==> src/rtl/i2c_target_rx.sv <==
// I2C write-only target: receives bytes addressed to ADDR, ACKs each one.
// Define I2C_TARGET_GLITCH_FILTER_EN to add a 3-sample majority filter.
module i2c_target_rx #(
  parameter logic [6:0] ADDR = 7'h20
) (
  input  logic       clk,
  input  logic       reset,
  input  logic       i2c_scl,
  input  logic       i2c_sda_in,
  output logic       i2c_sda_oe,
  output logic [7:0] data,
  output logic       valid,
  output logic       busy
);

  typedef enum logic [2:0] {
    S_IDLE,
    S_ADDR,
    S_ADDR_ACK,
    S_DATA,
    S_DATA_ACK,
    S_IGNORE
  } state_e;

  logic scl_s1_q, scl_s2_q;
  logic sda_s1_q, sda_s2_q;
  logic scl_f, sda_f;
  logic scl_p_q, sda_p_q;

  always_ff @(posedge clk or negedge reset) begin
    if (!reset) begin
      scl_s1_q <= 1'b1;
      scl_s2_q <= 1'b1;
      sda_s1_q <= 1'b1;
      sda_s2_q <= 1'b1;
    end else begin
      scl_s1_q <= i2c_scl;
      scl_s2_q <= scl_s1_q;
      sda_s1_q <= i2c_sda_in;
      sda_s2_q <= sda_s1_q;
    end
  end

`ifdef I2C_TARGET_GLITCH_FILTER_EN
  logic [2:0] scl_h_q, sda_h_q;
  logic       scl_m_q, sda_m_q;

  always_ff @(posedge clk or negedge reset) begin
    if (!reset) begin
      scl_h_q <= 3'b111;
      sda_h_q <= 3'b111;
      scl_m_q <= 1'b1;
      sda_m_q <= 1'b1;
    end else begin
      scl_h_q <= {scl_h_q[1:0], scl_s2_q};
      sda_h_q <= {sda_h_q[1:0], sda_s2_q};
      scl_m_q <= (scl_h_q[0] & scl_h_q[1]) |
                 (scl_h_q[0] & scl_h_q[2]) |
                 (scl_h_q[1] & scl_h_q[2]);
      sda_m_q <= (sda_h_q[0] & sda_h_q[1]) |
                 (sda_h_q[0] & sda_h_q[2]) |
                 (sda_h_q[1] & sda_h_q[2]);
    end
  end

  assign scl_f = scl_m_q;
  assign sda_f = sda_m_q;
`else
  assign scl_f = scl_s2_q;
  assign sda_f = sda_s2_q;
`endif

  always_ff @(posedge clk or negedge reset) begin
    if (!reset) begin
      scl_p_q <= 1'b1;
      sda_p_q <= 1'b1;
    end else begin
      scl_p_q <= scl_f;
      sda_p_q <= sda_f;
    end
  end

  logic start, stop, scl_rise, scl_fall;

  assign start    = scl_f & scl_p_q & sda_p_q & ~sda_f;
  assign stop     = scl_f & scl_p_q & ~sda_p_q & sda_f;
  assign scl_rise = scl_f & ~scl_p_q;
  assign scl_fall = ~scl_f & scl_p_q;

  state_e     state_q;
  logic [2:0] cnt_q;
  logic [7:0] shift_q;
  logic [7:0] data_q;
  logic [7:0] byte_d;
  logic       ack_q;
  logic       oe_q;
  logic       valid_q;
  logic       busy_q;

  assign byte_d = {shift_q[6:0], sda_f};

  always_ff @(posedge clk or negedge reset) begin
    if (!reset) begin
      state_q <= S_IDLE;
      cnt_q   <= 3'd0;
      shift_q <= 8'h00;
      data_q  <= 8'h00;
      ack_q   <= 1'b0;
      oe_q    <= 1'b0;
      valid_q <= 1'b0;
      busy_q  <= 1'b0;
    end else begin
      valid_q <= 1'b0;
      if (start) begin
        state_q <= S_ADDR;
        cnt_q   <= 3'd0;
        shift_q <= 8'h00;
        ack_q   <= 1'b0;
        oe_q    <= 1'b0;
        busy_q  <= 1'b0;
      end else if (stop) begin
        state_q <= S_IDLE;
        cnt_q   <= 3'd0;
        ack_q   <= 1'b0;
        oe_q    <= 1'b0;
        busy_q  <= 1'b0;
      end else begin
        unique case (state_q)
          S_ADDR: begin
            if (scl_rise) begin
              shift_q <= byte_d;
              cnt_q   <= cnt_q + 3'd1;
              if (cnt_q == 3'd7) begin
                ack_q <= 1'b0;
                if (byte_d == {ADDR, 1'b0}) begin
                  state_q <= S_ADDR_ACK;
                  busy_q  <= 1'b1;
                end else begin
                  state_q <= S_IGNORE;
                end
              end
            end
          end
          S_DATA: begin
            if (scl_rise) begin
              shift_q <= byte_d;
              cnt_q   <= cnt_q + 3'd1;
              if (cnt_q == 3'd7) begin
                state_q <= S_DATA_ACK;
                ack_q   <= 1'b0;
              end
            end
          end
          S_ADDR_ACK, S_DATA_ACK: begin
            // first fall drives ACK, second fall ends the 9th pulse
            if (scl_fall) begin
              if (!ack_q) begin
                ack_q <= 1'b1;
                oe_q  <= 1'b1;
                if (state_q == S_DATA_ACK) begin
                  data_q  <= shift_q;
                  valid_q <= 1'b1;
                end
              end else begin
                ack_q   <= 1'b0;
                oe_q    <= 1'b0;
                cnt_q   <= 3'd0;
                state_q <= S_DATA;
              end
            end
          end
          default: begin
            oe_q <= 1'b0;
          end
        endcase
      end
    end
  end

  assign i2c_sda_oe = oe_q;
  assign data       = data_q;
  assign valid      = valid_q;
  assign busy       = busy_q;

endmodule

==> config.mk <==
export PLATFORM = sky130hd
export DESIGN_NAME = i2c_target_rx
export DESIGN_NICKNAME = d
export VERILOG_FILES = /design/src/rtl/i2c_target_rx.sv
export SDC_FILE = /design/constraint.sdc
export NUM_CORES = 1
export LEC_CHECK = 0
export ABC_AREA = 1
export CORE_ASPECT_RATIO = 0.5
export CORE_UTILIZATION = 41
export CTS_BUF_LIST = sky130_fd_sc_hd__clkbuf_8
export DETAILED_ROUTE_END_ITERATION = 16
export GPL_ROUTABILITY_DRIVEN = 0
export PLACE_DENSITY_LB_ADDON = 0.3
export SLEW_MARGIN = 5
export SYNTH_ARGS = -nofsm -noshare
export SYNTH_HDL_FRONTEND = slang
export SYNTH_SLANG_ARGS = --single-unit
==> constraint.sdc <==
create_clock -name clk -period 3.3 [get_ports clk]
set_input_delay 0.495 -clock clk [delete_from_list [all_inputs] [get_ports clk]]
set_output_delay 0.495 -clock clk [all_outputs]
set_load 0.05 [all_outputs]
==> flow_metrics.py <==
metrics = {
    "outcome": {
        "status": "completed",
    },
    "clocking": {
        "clkTransAtPathRegs_ns": 0.07,
        "cts_buffer_depth": 2,
        "post-cts-setup-buffers": 0,
        "numCtsBuffers": 5,
        "clock-root-buffer": "clkbuf_8",
        "cts_resized": 0,
        "cts.sinks": 32,
        "clkLatencyLatePin_ns": 0.29,
        "cts_tree": "yes",
        "h-tree-depth": 2,
        "ctsHoldBuffers": 0,
    },
    "min_path": {
        "min_from": "sda_s1_q$_DFF_PN1_",
        "hold_path_class": "reg2reg",
    },
    "yosys": {
        "synth_cells": 182,
        "yosysUniqueCellTypes": 26,
        "seq_area_frac_synth_pct": 51.3,
        "syn_nets": 188,
        "synth-seq-cells": 32,
        "yosys.area_share.adder_pct": 1.59,
        "synthMuxAreaShare_pct": 0,
        "synthSimpleGateAreaFrac_pct": 33.0,
        "netlist_area_um2": 1580,
        "synth.avg_cell_area_um2": 8.66,
        "synth_xor_area_share_pct": 0,
        "ys.warnings.count": 0,
        "synth_compound_area_share_pct": 8.17,
        "synth_top_family_by_area": "simple AND/OR/NAND/NOR gates",
    },
    "sta": {
        "slew_headroom_pct": 66.5,
        "skew_ns": 0.00533,
        "rsz0062_at_grt": "false",
        "fin_crit_sh_pct": 59.0,
        "period_minus_slack_ns": 1.95,
        "finalHoldViolations": 0,
        "tightest_slew_ns": 0.501,
        "clock.fmax_mhz": 514,
        "finalSetupViolCount": 0,
        "tns_ns": 0,
        "slew_violations": 0,
        "holdWs_ns": 0.352,
    },
    "detailed_routing": {
        "ant_nets": 0,
        "drc": 0,
        "wl_per_cell_um": 11.2,
        "vias": 1213,
        "first_iter_violations": 72,
        "wl_um": 2860,
        "routed_via_density": 4.76,
        "dr.pass1.iters": 4,
    },
    "worst_setup_path": {
        "setup.worst_path.end": "i2c_sda_oe",
        "cp_max_fo": 2,
        "critPathCaptureType": "output port",
        "max_stage_delay_ns": 0.81,
        "startpoint_type": "flip-flop",
        "r2r-end": "state_q[2]$_DFFE_PN0P_",
        "path_depth": 1,
        "path_cells": "clkdlybuf4s50_1",
        "cp.buffers_inverters": 1,
        "critPathTopFamily": "buffers and inverters",
        "crit_required_ns": 2.80,
        "reg2reg_depth": 9,
        "arrival_ns": 1.45,
        "critPathSlowestCell": "clkdlybuf4s50_1",
        "startpoint": "i2c_sda_oe$_DFFE_PN0P_",
        "rrSetupSlack_ns": 1.78,
        "crit_type": "reg2out",
        "reg2reg_from": "sda_p_q$_DFF_PN1_",
    },
    "power": {
        "p_leak_uw": 0.000922,
        "p_total_uw": 1590,
        "swShare_pct": 41.5,
        "p_seq_share_pct": 35.5,
        "vdd_drop_max_mv": 0.250,
        "p_int_uw": 930,
        "powerDensity_nw_per_um2": 843,
        "power.clock.fraction_pct": 23.1,
        "switching_power_uw": 659,
        "p_comb_share_pct": 41.4,
    },
    "cells_and_area": {
        "utilization_pct": 53.1,
        "syn2layout_area_growth_pct": 19.5,
        "final_common_cell": "nand2_1",
        "final_layout_size_suffix_gt1_share_pct": 20.6,
        "final_nets": 209,
        "layout_common_cells": "nand2_1 (57), dfrtp_1 (26), inv_1 (18), nor2_1 (16)",
        "antenna_cells": 0,
        "final_cell_area_um2": 1880,
        "fillCellCount": 339,
    },
    "die": {
        "start_util_pct": 44.4,
        "rows": 15,
        "io-pin-count": 15,
        "core_um2": 3550,
        "die_w_um": 89.7,
        "die-area_um2": 4110,
        "die_h_um": 45.8,
    },
    "global_route": {
        "overflow": 0,
        "antenna_found_initial": 0,
        "grt_pass1_wl_um": 4810,
        "grt_pass1_vias": 1097,
        "grt_max_degree": 33,
        "track_usage_pct": 16.7,
    },
    "placement": {
        "io_buffers": 14,
        "dp_hpwl_um": 2100,
        "place_area_um2": 1780,
    },
    "job": {
        "maxCapViolCount": 0,
    },
}
## power groups by stage
stage               clock (µW)  combinational (µW)  sequential (µW)
global placement             0                 641              566
CTS                        380                 662              564
finish                     368                 657              564
floorplan                    0                 435              639
global route               397                 744              575
detailed placement           0                 659              571
## metal layers
| layer | track usage, % | share of wire, % | vias up |
|---|---|---|---|
| met3 | 5.43 | 3.7 | 8 |
| li1 | - | - | 616 |
| met2 | 27.4 | 44 | 22 |
| met4 | 9.52 | 2.3 | 0 |
| met5 | 0 | 0 | - |
| met1 | 19.7 | 50 | 567 |
## registers in the layout, summed over array words and instances, names as in the netlist
| signal | flops |
|---|---|
| data | 8 |
| shift_q | 8 |
| cnt_q | 3 |
| state_q | 3 |
| ack_q | 1 |
| busy | 1 |
| i2c_sda_oe | 1 |
| scl_f | 1 |
| scl_p_q | 1 |
| scl_s1_q | 1 |
| sda_f | 1 |
| sda_p_q | 1 |
| sda_s1_q | 1 |
| valid | 1 |
## worst min-delay path by stage
stage / end / cells after the start
6_report: sda_f$_DFF_PN1_ / 0
5_1_grt: sda_f$_DFF_PN1_ / 0
4_1_cts: sda_f$_DFF_PN1_ / 0
3_5_place_dp: sda_f$_DFF_PN1_ / 0
3_3_place_gp: sda_f$_DFF_PN1_ / 0
2_1_floorplan: ack_q$_DFFE_PN0P_ / 0
## cells in the mapped netlist
cell type / n / area share [%]
ha_1: 2 / 1.6
inv_2: 5 / 1.2
a21oi_2: 1 / 0.56
nand2_1: 57 / 14
nand3_1: 14 / 4.4
nand4_1: 1 / 0.40
o22ai_1: 1 / 0.40
nor3_4: 1 / 1.0
o21ai_2: 5 / 2.8
nor2_4: 5 / 3.6
o21a_1: 1 / 0.48
nand2_4: 1 / 0.71
o31ai_1: 1 / 0.48
o21ai_0: 4 / 1.3
a21oi_1: 4 / 1.3
dfstp_2: 6 / 10
nand4_2: 1 / 0.79
nand3_2: 1 / 0.63
nor2_1: 16 / 3.8
nor2_2: 4 / 1.6
o21ai_1: 3 / 0.95
buf_6: 1 / 0.71
nand2_2: 3 / 1.2
nand2_8: 1 / 1.3
dfrtp_1: 26 / 41
inv_1: 17 / 4.0
## logic make-up after synthesis
group	count (synthesis)
compound gates	20
simple gates	105
fa+ha+maj	2
buf+inv	23
flops	32
## layout make-up
class	instances	area, µm²	area share (%)
Sequential cell	32	808	42.9
Multi-Input combinational cell	127	674	35.8
Timing Repair Buffer	15	148	7.84
Inverter	22	82.6	4.38
Clock buffer	5	68.8	3.65
Tap cell	51	63.8	3.39
Clock inverter	3	38.8	2.06
## stage by stage
stage	setup slack (ns)	std cells
after global placement	1.69	247
after CTS	1.35	255
after floorplan	1.92	182
after global routing	1.29	255
after detailed placement	1.68	247
final	1.35	255
(Power assumes the default switching activity.)
